## src/rtl/decode_if.sv

```systemverilog
// Handshake and decoded-field bundle for decode_stage.
// slave: the decode stage (accepts in_*, presents out_*).
// master: the surrounding fetch/register-read side.
// The jtarget field exists only when DECODE_JTARGET_EN is defined.
interface decode_if #(
    parameter int IMM_W = 32,
    parameter int PC_W  = 32
);
    logic              in_valid;
    logic              in_ready;
    logic [31:0]       instr_in;
    logic [PC_W-1:0]   pc_in;
    logic              out_valid;
    logic              out_ready;
    logic [1:0]        fmt;
    logic [5:0]        opcode;
    logic [4:0]        rs;
    logic [4:0]        rt;
    logic [4:0]        rd;
    logic [4:0]        shamt;
    logic [5:0]        funct;
    logic [IMM_W-1:0]  imm_ext;
    logic [25:0]       jaddr;
    logic [PC_W-1:0]   pc_out;
`ifdef DECODE_JTARGET_EN
    logic [PC_W-1:0]   jtarget;

    modport slave (
        input  in_valid, instr_in, pc_in, out_ready,
        output in_ready, out_valid, fmt, opcode, rs, rt, rd, shamt, funct,
               imm_ext, jaddr, pc_out, jtarget
    );

    modport master (
        output in_valid, instr_in, pc_in, out_ready,
        input  in_ready, out_valid, fmt, opcode, rs, rt, rd, shamt, funct,
               imm_ext, jaddr, pc_out, jtarget
    );
`else
    modport slave (
        input  in_valid, instr_in, pc_in, out_ready,
        output in_ready, out_valid, fmt, opcode, rs, rt, rd, shamt, funct,
               imm_ext, jaddr, pc_out
    );

    modport master (
        output in_valid, instr_in, pc_in, out_ready,
        input  in_ready, out_valid, fmt, opcode, rs, rt, rd, shamt, funct,
               imm_ext, jaddr, pc_out
    );
`endif
endinterface

```

## src/rtl/decode_stage.sv

```systemverilog
// decode_stage: registered MIPS32 instruction decode between fetch and
// register read. The word is decoded combinationally on entry, and the
// decoded record is stored in an output register backed by a one-entry skid
// register, so in_ready depends only on registered state.
// Optional feature macro: DECODE_JTARGET_EN adds the registered jump target.
module decode_stage #(
    parameter int IMM_W = 32,
    parameter int PC_W  = 32
) (
    input  logic     clk,
    input  logic     rst_n,
    input  logic     flush,
    decode_if.slave  bus
);

    localparam logic [1:0] EMPTY = 2'b00;
    localparam logic [1:0] FULL  = 2'b01;
    localparam logic [1:0] SKID  = 2'b10;

    localparam logic [1:0] FMT_R = 2'b00;
    localparam logic [1:0] FMT_I = 2'b01;
    localparam logic [1:0] FMT_J = 2'b10;

    typedef struct packed {
        logic [1:0]       fmt;
        logic [5:0]       opcode;
        logic [4:0]       rs;
        logic [4:0]       rt;
        logic [4:0]       rd;
        logic [4:0]       shamt;
        logic [5:0]       funct;
        logic [IMM_W-1:0] imm_ext;
        logic [25:0]      jaddr;
        logic [PC_W-1:0]  pc;
`ifdef DECODE_JTARGET_EN
        logic [PC_W-1:0]  jtarget;
`endif
    } entry_t;

    // Immediate extension: logical ops zero-extend, LUI shifts into the
    // upper half, everything else sign-extends.
    function automatic logic [IMM_W-1:0] ext_imm(input logic [5:0] op,
                                                  input logic [15:0] imm);
        logic [IMM_W-1:0] res;
        case (op)
            6'h0C, 6'h0D, 6'h0E: res = IMM_W'(imm);
            6'h0F:               res = IMM_W'({imm, 16'h0000});
            default:             res = IMM_W'($signed(imm));
        endcase
        return res;
    endfunction

    // Full decode of one word; fields unused by the format are forced to 0.
    function automatic entry_t decode(input logic [31:0]     ins,
                                      input logic [PC_W-1:0] pc);
        entry_t e;
`ifdef DECODE_JTARGET_EN
        logic [PC_W-1:0] pc4;
`endif
        e        = '0;
        e.opcode = ins[31:26];
        e.pc     = pc;
        if (ins[31:26] == 6'h00) begin
            e.fmt   = FMT_R;
            e.rs    = ins[25:21];
            e.rt    = ins[20:16];
            e.rd    = ins[15:11];
            e.shamt = ins[10:6];
            e.funct = ins[5:0];
        end else if (ins[31:27] == 5'b00001) begin
            e.fmt   = FMT_J;
            e.jaddr = ins[25:0];
`ifdef DECODE_JTARGET_EN
            pc4             = pc + PC_W'(4);
            e.jtarget       = pc4;
            e.jtarget[27:0] = {ins[25:0], 2'b00};
`endif
        end else begin
            e.fmt     = FMT_I;
            e.rs      = ins[25:21];
            e.rt      = ins[20:16];
            e.imm_ext = ext_imm(ins[31:26], ins[15:0]);
        end
        return e;
    endfunction

    logic [1:0] state_q;
    entry_t     dec_p0;
    entry_t     out_p1;
    entry_t     skid_p1;
    logic       in_fire;
    logic       out_fire;

    assign bus.in_ready  = (state_q != SKID) || !rst_n;
    assign bus.out_valid = (state_q != EMPTY);
    assign in_fire       = bus.in_valid && bus.in_ready;
    assign out_fire      = bus.out_valid && bus.out_ready;

    // Stage 0: decode the incoming word ahead of either register.
    always_comb begin
        dec_p0 = decode(bus.instr_in, bus.pc_in);
    end

    // Occupancy state; reset beats flush, flush beats both handshakes.
    always_ff @(posedge clk) begin
        if (!rst_n) begin
            state_q <= EMPTY;
        end else if (flush) begin
            state_q <= EMPTY;
        end else begin
            case (state_q)
                EMPTY: if (in_fire) state_q <= FULL;
                FULL: begin
                    if (in_fire && !out_fire)
                        state_q <= SKID;
                    else if (!in_fire && out_fire)
                        state_q <= EMPTY;
                end
                SKID: if (out_fire) state_q <= FULL;
                default: state_q <= EMPTY;
            endcase
        end
    end

    // Stage 1 output register: loads a new beat when empty or draining,
    // or takes the skid entry when the held beat leaves.
    always_ff @(posedge clk) begin
        if (!rst_n) begin
            out_p1 <= '0;
        end else if (!flush) begin
            if (state_q == SKID) begin
                if (out_fire)
                    out_p1 <= skid_p1;
            end else if (in_fire && (state_q == EMPTY || out_fire)) begin
                out_p1 <= dec_p0;
            end
        end
    end

    // Skid register: captures the beat accepted while the output is stalled.
    always_ff @(posedge clk) begin
        if (rst_n && !flush && state_q == FULL && in_fire && !out_fire)
            skid_p1 <= dec_p0;
    end

    assign bus.fmt     = out_p1.fmt;
    assign bus.opcode  = out_p1.opcode;
    assign bus.rs      = out_p1.rs;
    assign bus.rt      = out_p1.rt;
    assign bus.rd      = out_p1.rd;
    assign bus.shamt   = out_p1.shamt;
    assign bus.funct   = out_p1.funct;
    assign bus.imm_ext = out_p1.imm_ext;
    assign bus.jaddr   = out_p1.jaddr;
    assign bus.pc_out  = out_p1.pc;
`ifdef DECODE_JTARGET_EN
    assign bus.jtarget = out_p1.jtarget;
`endif

endmodule

```

## src/flat_wrapper.sv

```systemverilog
// flat-port wrapper written by rule: the top's interface ports become plain ports
module decode_stage_flat 
#(
    parameter int IMM_W = 32,
    parameter int PC_W  = 32
)
  (clk, rst_n, flush, bus_in_valid, bus_instr_in, bus_pc_in, bus_out_ready, bus_in_ready, bus_out_valid, bus_fmt, bus_opcode, bus_rs, bus_rt, bus_rd, bus_shamt, bus_funct, bus_imm_ext, bus_jaddr, bus_pc_out);
  decode_if #(.IMM_W(IMM_W), .PC_W(PC_W)) bus_i ();
  input  logic clk;
  input  logic rst_n;
  input  logic flush;
  input wire logic [$bits(bus_i.in_valid)-1:0] bus_in_valid;
  input wire logic [$bits(bus_i.instr_in)-1:0] bus_instr_in;
  input wire logic [$bits(bus_i.pc_in)-1:0] bus_pc_in;
  input wire logic [$bits(bus_i.out_ready)-1:0] bus_out_ready;
  output wire logic [$bits(bus_i.in_ready)-1:0] bus_in_ready;
  output wire logic [$bits(bus_i.out_valid)-1:0] bus_out_valid;
  output wire logic [$bits(bus_i.fmt)-1:0] bus_fmt;
  output wire logic [$bits(bus_i.opcode)-1:0] bus_opcode;
  output wire logic [$bits(bus_i.rs)-1:0] bus_rs;
  output wire logic [$bits(bus_i.rt)-1:0] bus_rt;
  output wire logic [$bits(bus_i.rd)-1:0] bus_rd;
  output wire logic [$bits(bus_i.shamt)-1:0] bus_shamt;
  output wire logic [$bits(bus_i.funct)-1:0] bus_funct;
  output wire logic [$bits(bus_i.imm_ext)-1:0] bus_imm_ext;
  output wire logic [$bits(bus_i.jaddr)-1:0] bus_jaddr;
  output wire logic [$bits(bus_i.pc_out)-1:0] bus_pc_out;
  assign bus_i.in_valid = bus_in_valid;
  assign bus_i.instr_in = bus_instr_in;
  assign bus_i.pc_in = bus_pc_in;
  assign bus_i.out_ready = bus_out_ready;
  assign bus_in_ready = bus_i.in_ready;
  assign bus_out_valid = bus_i.out_valid;
  assign bus_fmt = bus_i.fmt;
  assign bus_opcode = bus_i.opcode;
  assign bus_rs = bus_i.rs;
  assign bus_rt = bus_i.rt;
  assign bus_rd = bus_i.rd;
  assign bus_shamt = bus_i.shamt;
  assign bus_funct = bus_i.funct;
  assign bus_imm_ext = bus_i.imm_ext;
  assign bus_jaddr = bus_i.jaddr;
  assign bus_pc_out = bus_i.pc_out;
  decode_stage #(.IMM_W(IMM_W), .PC_W(PC_W)) u_core (.clk(clk), .rst_n(rst_n), .flush(flush), .bus(bus_i));
endmodule
```

## config.mk

```make
export PLATFORM = sky130hd
export DESIGN_NAME = decode_stage_flat
export DESIGN_NICKNAME = d
export VERILOG_FILES = /design/src/rtl/decode_if.sv /design/src/rtl/decode_stage.sv /design/src/flat_wrapper.sv
export SDC_FILE = /design/constraint.sdc
export NUM_CORES = 1
export LEC_CHECK = 0
export ABC_CLOCK_PERIOD_IN_PS = 37200
export CORE_MARGIN = 5
export CORE_UTILIZATION = 49
export CTS_BUF_LIST = sky130_fd_sc_hd__clkbuf_16
export DETAILED_ROUTE_END_ITERATION = 16
export PLACE_DENSITY_LB_ADDON = 0.15
export SETUP_SLACK_MARGIN = 0.05
export SYNTH_ARGS = -nofsm -noshare
export SYNTH_HDL_FRONTEND = slang
export SYNTH_SLANG_ARGS = --single-unit
```

## constraint.sdc

```tcl
create_clock -name clk -period 37.2 [get_ports clk]
set_input_delay 11.16 -clock clk [delete_from_list [all_inputs] [get_ports clk]]
set_output_delay 11.16 -clock clk [all_outputs]
set_load 0.1 [all_outputs]
```

==> results of run 1 <==
## cells in the mapped netlist, drive strengths merged, types with 12 or more instances
cell type  count
dfxtp        126
edfxtp       124
nand2        108
a21oi         89
o21ai         89
nor2          81
and2          59
buf           51
a311oi        50
and3          41
clkbuf        35
a221oi        28
o21a          16
nor3          15
nand3         12
## path summary, 6_finish.rpt
kind	slack, ns	cells after the start	to	from
max	13.12	4	bus_in_ready	rst_n
min	0.47	2	u_core.bus.fmt[0]$_SDFFE_PN0P_	u_core.bus.fmt[0]$_SDFFE_PN0P_
max reg2reg	34.14	5	u_core.bus.pc_out[18]$_SDFFE_PN0P_	u_core.state_q[1]$_SDFFE_PP0P_
min reg2reg	0.47	2	u_core.bus.fmt[0]$_SDFFE_PN0P_	u_core.bus.fmt[0]$_SDFFE_PN0P_
## critical path: stages
cell and delay (ns):
sky130_fd_sc_hd__buf_2 0.08, sky130_fd_sc_hd__buf_4 0.53, sky130_fd_sc_hd__nand2_1 0.10, sky130_fd_sc_hd__clkdlybuf4s50_1 1.00
## cell families after synthesis
family / count (synthesis) / share of synthesized area, %
AO/OA/AOI/OAI: 283 / 20.15
buffers and inverters: 92 / 4.486
AND/OR/NAND/NOR: 330 / 15.50
flip-flops: 250 / 59.72
multiplexers: 1 / 0.1435
## registers in the layout, summed over array words and instances, names as in the netlist
| signal | cells |
|---|---|
| u_core.bus.rt | 5 |
| u_core.bus.funct | 6 |
| u_core.bus.opcode | 6 |
| u_core.bus.shamt | 5 |
| u_core.skid_p1 | 124 |
| u_core.bus.rd | 5 |
| u_core.bus.fmt | 2 |
| u_core.state_q | 2 |
| u_core.bus.rs | 5 |
| u_core.bus.imm_ext | 32 |
| u_core.bus.jaddr | 26 |
| u_core.bus.pc_out | 32 |
## per-layer routing
metal  global-route usage [%]  up-vias  routed length, um
li1                         -     3779                  -
met1                    30.53     3822              12270
met2                    35.43      258              12880
met3                    3.135       34               1651
met4                    4.628        0                437
met5                        0        -                  0
## metrics by stage
step | hold slack (ns) | power, mW
6_report | 0.4708 | 0.7125
5_1_grt | 0.5295 | 0.7369
4_1_cts | 0.4747 | 0.7178
3_5_place_dp | 0.4664 | 0.4737
3_3_place_gp | 0.4653 | 0.4726
2_1_floorplan | 0.4713 | 0.4327
## placed cells by master, fill, tap and decap left out, drive strengths merged, types with 4 or more instances in the layout
cell type,count
clkdlybuf4s50,193
dfxtp,126
edfxtp,124
nand2,108
a21oi,89
o21ai,89
nor2,81
and2,59
a311oi,50
and3,41
a221oi,28
clkbuf,27
clkinv,18
o21a,16
nor3,15
buf,13
nand3,12
inv,9
or2,4
## power by group through the flow
stage | registers, mW | logic, mW | clock network (mW)
finish | 0.307 | 0.160 | 0.245
global route | 0.309 | 0.167 | 0.261
CTS | 0.307 | 0.161 | 0.249
detailed placement | 0.313 | 0.161 | 0
global placement | 0.313 | 0.160 | 0
floorplan | 0.394 | 0.0386 | 0
## layout make-up
type	count	area (sq um)	share of cell area, %
flip-flops and latches	250	6246	47.27
multi-input cells	614	3765	28.49
clock inverters	22	131.4	0.9943
well taps	275	344.1	2.604
repair buffers	206	2027	15.34
inverters	6	23.77	0.1799
clock buffers	27	675.6	5.114
==> results by stage, run 1 <==
Pwr:
- In this run, the combinational gates consume between 20% and 30% of the power.
- The cell area power density is between 50 and 60 mW/mm^2.
- The worst-case IR drop observed on VDD is approximately 0.033 mV.
- In this run switching power makes up about 33% of total power.
- Per report_power, the clock group accounts for 34.3% of the total.
- Cell internal power was estimated by the tool at 0.4801 mW.
- The leakage power total is between 4 and 5 nW.
- The net switching power is ~0.23 mW.
- The share of total power in sequential cells is between 40% and 50%.

CTS:
- The clock-pin slew reported for the worst setup and hold paths after clock tree synthesis is roughly 0.06 ns.
- After clock tree synthesis, the flow added hold-fix buffers numbering 0.
- The total CTS buffers is 27.
- For this design, the sink count on the clock tree is 250.
- In this run the number of H-tree levels came out at 1.
- In this run the clock root is driven by a sky130_fd_sc_hd__clkbuf_16.
- TritonCTS built the clock tree.
- The longest clock path from root to sink contains 3 buffers.
- The clock latency on the worst-skew pair is 0.52 ns.
- The number of setup buffers added after CTS is 0.
- After clock tree synthesis, the repair step resized 0 gates.

STA:
- The total negative slack for setup checks is 0 ns.
- Setup repair after global routing left no endpoint under its margin.
- Setup violations remaining at the end of the flow were counted as 0.
- The max-slew violation total from the final report is 0.
- In this run the tightest slew margin relative to its limit is between 20% and 30%.
- After layout, the worst setup slack is 13.12 ns.
- The time the worst path needs with I/O delays and setup is between 20 and 25 ns.
- The upper clock frequency limit is between 40 and 50 MHz.
- The total count of hold-check failures in the final report is 0.
- The final critical path takes up between 60% and 70% of the cycle.
- The slew of the pin with the lowest slew margin is 1.190 ns.
- For the final database, setup skew stands at just under 0.008 ns.

Die:
- The die is about 160 um tall.
- The placement row count is between 50 and 60.
- After floorplanning, the core was sized to cover approximately 0.021 sq mm.
- approximately 200 I/O pins were placed.
- The die area is around 0.024 sq mm.
- The initial utilization of the core area, before any placement, comes to between 40% and 50%.
- The die outline width is between 150 and 200 um.

Drt:
- After detailed routing, the total wire length is ~27000 um.
- The starting DRC count in detailed routing is 563.
- The number of vias after detailed routing is between 7000 and 8000.
- The post-detailed-route wirelength per cell is 19.46 um.
- Before antenna repair, the detailed router went through 5 iterations.
- After detailed routing, the number of remaining DRC violations is 0.
- The count of nets left with antenna violations once routing finished came out at 0.
- After detailed routing, the number of vias per cell comes to approximately 5.6.

Global routing:
- The number of antenna violations at the first check in global routing is 0.
- The via count of the first global-routing pass was ~7700.
- The first global-routing pass estimated about 43000 um of wire.
- The final global-route overflow total is 0.
- The total routing usage reported by global routing is a little over a fifth.
- The maximum number of pins on one net before global-route repair is 98.

Setup path:
- In this run the worst path has a maximum fanout of 63.
- The type of element launching the critical path is an input port.
- The critical path start-end classification is input port to primary output.
- The data required time at the worst endpoint is between 20 and 30 ns.
- The arrival time at the worst endpoint is about 13 ns.
- The capturing element type of the critical path is a primary output.

Finish:
- The final net count is ~1200.
- Counting the fill cells in the layout gives 1723.
- The synthesis-to-finish area growth is 26.33%.
- Once layout is complete, the utilization of the core stands at a little over three fifths.
- The final cell count without fillers is between 1000 and 1500.
- After routing the design area is 0.01321 sq mm.
- The total inserted antenna cells is 0.
- The share of layout cells above drive strength 1 is 11.20%.

Synthesis:
- The number of storage elements in the synthesis netlist is 250.
- The number of nets handed over by synthesis was around 1000.
- Yosys mapped a number of flops with a built-in enable equal to 124.
- After synthesis, the share of flip-flops with an asynchronous set or reset is 0%.
- The Yosys step of the flow raised 0 warnings.
- The cell area that synthesis handed to floorplanning was ~0.010 sq mm.
- The share of synthesized area occupied by flip-flops and latches is between 50% and 60%.
- Ranked by total cell area, the synthesized netlist is headed by sky130_fd_sc_hd__edfxtp_1, sky130_fd_sc_hd__dfxtp_1, sky130_fd_sc_hd__a311oi_2, sky130_fd_sc_hd__a21oi_1, sky130_fd_sc_hd__nand2_1.
- The share of Yosys cell area claimed by the top area cell type is 35.60%.
- The cell count after synthesis is 956.
- The biggest area consumer among synthesized cells is sky130_fd_sc_hd__edfxtp_1.
- The post-synthesis area per instance is 10.94 sq um.
- The count of unique library cells instantiated by Yosys is 42.
- The prevailing post-synth register cell is sky130_fd_sc_hd__dfxtp_1.

Place:
- After detailed placement, the total cell area comes to ~0.012 sq mm.
- The final estimated routing congestion in global placement is about 0.79.
- Port buffering added approximately 190 buffers.
- Including well taps, the total number of placed cells is 1351.
- Prior to clock tree synthesis, the placed netlist has a worst setup slack of between 10 and 15 ns.
- The placed wire-length estimate after detailed placement is between 15000 and 20000 um.

Worst hold path:
- The tightest min-delay check is of the register to register type.

Flow run:
- The tool flagged a number of max-cap violations equal to 0.

Status:
- The flow ran to the end, and the final reports show no timing, DRC or antenna violations.
Power figures use the tool's default switching activity.
==> run 2, diff against run 1 <==
Settings changed: ABC_CLOCK_PERIOD_IN_PS 37200 to 24600.
Clock period 37.2 ns to 24.6 ns, I/O delays scaled along.
==> run 2 against run 1 <==
  * Sequential power grew 51%
  * Wire length grew 1.8%
  * Worst setup slack lost 5.0 ns
  * Global-route usage grew 0.37 points
  * Design area grew 0.46%
  * Clock skew grew 0.0033 ns
  * Power grew 55%
  * Via count grew 0.48%
  * Worst hold slack gained 0.011 ns
  * Register-to-register slack lost 13 ns
  * Largest power group unchanged
  * Highest routed layer unchanged
==> results by stage, run 2 (synthesized netlist as in run 1, its figures left out) <==
Place:
- The placed standard-cell area is 0.01241 sq mm (unchanged).
- The placed wire-length estimate after detailed placement was 16710 um (+2.1%).
- The count of buffers from port buffering is 194 (unchanged).
- The final estimated routing congestion in global placement is 0.7869 (-0.37%).

Global routing:
- The via count of the first global-routing pass is 7869 (+1.8%).
- The maximum number of pins on one net before global-route repair was 96 (-2.0%).
- The number of antenna violations at the first check in global routing is 0 (unchanged).
- The total routing usage reported by global routing is 21.89% (+0.37 points).
- The busiest metal layer after global routing is met2.
- The met2 layer usage reported by global route is 36.13% (+0.70 points).
- The final global-route overflow total is 0 (unchanged).
- The fraction of met3 tracks used by global routing is 3.745% (+0.61 points).
- The wire length of the first global-routing pass is 43090 um (+1.1%).
- The met1 usage was 30.36% (-0.17 points).

Die:
- The die height was 156.1 um (unchanged).
- The die area is 0.02437 sq mm (unchanged).
- The number of placed I/O pins is 195 (unchanged).
- The placement row count is 53 (unchanged).
- The initial standard-cell utilization of the core came to 49.75% (unchanged).
- The placeable core region is 0.02102 sq mm (unchanged).
- The die outline width was 156.1 um (unchanged).

CTS:
- The maximum count of clock buffers along a single path came to 3 (unchanged).
- The number of clock sinks is 250 (unchanged).
- The total of hold buffers inserted after clock tree synthesis came to 0 (unchanged).
- The CTS tree is done.
- The total CTS buffers was 26 (-3.7%).
- The root cell of the clock tree is sky130_fd_sc_hd__clkbuf_16.
- The clock-pin slew reported for the worst setup and hold paths after clock tree synthesis was 0.06 ns (about the same).
- The H-tree level count came to 1 (unchanged).
- The quantity of gates resized following cts was 0 (unchanged).
- The clock latency on the worst-skew pair is 0.52 ns (about the same).
- The post-CTS setup-driven buffer insertion count is 0 (unchanged).

Pwr:
- The combinational share of power is 21.9% (-0.6 points).
- The leakage power total was 4.651 nW (+0.57%).
- The clock network fraction of total power came to 36.0% (+1.7 points).
- The net switching power is 0.3507 mW (+51%).
- The share of total power in sequential cells came to 42.0% (-1.2 points).
- The switching part of the total power is 31.72% (-0.90 points).
- The sum of internal, switching and leakage power came to 1.106 mW (+55%).
- The cell area power density is 83.31 mW/mm^2 (+54%).
- The internal portion of total power was 0.7551 mW (+57%).
- The peak ir drop on the vdd network came to 0.04760 mV (+42%).

Finish:
- The commonest non-fill, non-tap cell in the layout is sky130_fd_sc_hd__clkdlybuf4s50_1.
- The area growth from synthesis to layout is 26.92%.
- The flip-flop count of the largest register, all copies and words added came to 124 (unchanged).
- The total inserted antenna cells is 0 (unchanged).
- The most flop-heavy register is u_core.skid_p1.
- In the layout the commonest cells are sky130_fd_sc_hd__clkdlybuf4s50_1, sky130_fd_sc_hd__dfxtp_1, sky130_fd_sc_hd__edfxtp_1.
- The final net count is 1173 (-0.085%).
- The share of layout cells above drive strength 1 is 10.77% (-0.43 points).
- The finished layout cell area is 0.01327 sq mm (+0.46%).
- The count of filler cells inserted in the layout is 1706 (-0.99%).

STA:
- The time the worst path needs with I/O delays and setup is about 16 ns.
- The normalized max-slew margin is 21.79% (+1.1 points).
- The final setup violation count was 0 (unchanged).
- The max-slew violation total from the final report is 0 (unchanged).
- The total negative slack for setup checks is 0 ns (unchanged).
- The slew of the pin with the lowest slew margin is 1.173 ns (-0.01650 ns).
- Static timing analysis puts the maximum clock frequency at approximately 60 MHz.
- The total count of hold-check failures in the final report is 0 (unchanged).
- The final clock period utilization by the worst path is 66.98%.
- Setup repair after global routing left no endpoint under its margin.
- The clock tree skew after final layout was 0.01124 ns (+0.003329 ns).

Setup path:
- The type of element launching the critical path is an input port.
- Walking the worst path, the cells encountered are buf_2 -> buf_4 -> nand2_1 -> clkdlybuf4s50_1.
- The largest fanout on the critical path is 63 (unchanged).
- The data required time at the worst endpoint is 17.22 ns (-8.82 ns).
- The cell at the slowest stage of the critical path is sky130_fd_sc_hd__clkdlybuf4s50_1.
- By startpoint and endpoint, the worst setup path is classified as input port to primary output.
- Broken down by cell family, the worst path's largest delay share belongs to buffers and inverters.
- The worst setup path is captured at a primary output.
- The largest stage delay on the critical path is 1.00 ns (about the same).
- The buffer and inverter count on the worst path is 3 (unchanged).
- The arrival time at the worst endpoint is 9.10 ns (-3.82 ns).

Flow run:
- The number of max-cap violations is 0 (unchanged).

Worst hold path:
- The worst hold path belongs to the class register to register.

Drt:
- The number of vias after detailed routing came to 7931 (+0.48%).
- The starting DRC count in detailed routing is 627 (+11%).
- The number of nets with antenna violations after detailed routing was 0 (unchanged).
- The count of TritonRoute iterations in the first routing pass was 5 (unchanged).
- The total DRC errors in the routed layout is 0 (unchanged).
- The average vias per placed instance came to 5.669 (+0.55%).
- The aggregate routed wire length is 27740 um (+1.8%).
- The post-detailed-route wirelength per cell was 19.83 um (+1.9%).

Status:
- The flow ran to the end, and the final reports show no timing, DRC or antenna violations.
-- run 2: cell types whose count changed in the layout (fill, tap and decap cells not counted), sizes merged --
cell and delta:
clkinv -8, bufinv +3, inv +3, clkinvlp +1
-- run 2: worst paths after layout --
path / from / slack, ns / cells after the start / endpoint
max: rst_n / 8.12 / 4 / bus_in_ready
min: u_core.bus.fmt[0]$_SDFFE_PN0P_ / 0.48 / 2 / u_core.bus.fmt[0]$_SDFFE_PN0P_
max reg2reg: u_core.state_q[1]$_SDFFE_PP0P_ / 21.55 / 5 / u_core.bus.pc_out[2]$_SDFFE_PN0P_
min reg2reg: u_core.bus.fmt[0]$_SDFFE_PN0P_ / 0.48 / 2 / u_core.bus.fmt[0]$_SDFFE_PN0P_
-- run 2: stage by stage --
stage                     hold WS, ns  utilization (%)  setup slack [ns]  std cells
final                          0.4818            63.15             8.124       1399
after global routing           0.5060            63.15             8.046       1399
after CTS                      0.4838            63.15             8.106       1399
after detailed placement       0.4756            59.01             8.101       1351
after global placement         0.4665            59.01             8.105       1351
after floorplan                0.4713                -             4.191        956
-- run 2: layout make-up --
type | instances | area, sq um | share of cell area (%)
clock buffers | 27 | 675.6 | 5.090
repair buffers | 206 | 2027 | 15.27
well taps | 275 | 344.1 | 2.592
multi-input cells | 614 | 3765 | 28.36
clock inverters | 21 | 192.7 | 1.452
inverters | 6 | 23.77 | 0.1791
flip-flops and latches | 250 | 6246 | 47.05
-- run 2: layer usage --
| metal | wire, um | vias to the layer above |
|---|---|---|
| li1 | - | 3770 |
| met1 | 12000 | 3823 |
| met2 | 13230 | 300 |
| met3 | 1996 | 38 |
| met4 | 512 | 0 |
| met5 | 0 | - |
-- run 2: worst reg2reg max path, cell delays in order (launching register included) --
cell and delay [ns]:
sky130_fd_sc_hd__dfxtp_1 0.48, sky130_fd_sc_hd__mux2_4 0.24, sky130_fd_sc_hd__a22o_4 0.70, sky130_fd_sc_hd__buf_4 1.07, sky130_fd_sc_hd__nor2_1 0.19, sky130_fd_sc_hd__a311oi_2 0.29
-- run 2: power by group through the flow --
| stage | clock network [mW] | registers (mW) | logic [mW] |
|---|---|---|---|
| global placement | 0 | 0.473 | 0.241 |
| global route | 0.424 | 0.467 | 0.253 |
| detailed placement | 0 | 0.474 | 0.243 |
| CTS | 0.407 | 0.465 | 0.244 |
| floorplan | 0 | 0.596 | 0.0584 |
| finish | 0.398 | 0.465 | 0.243 |
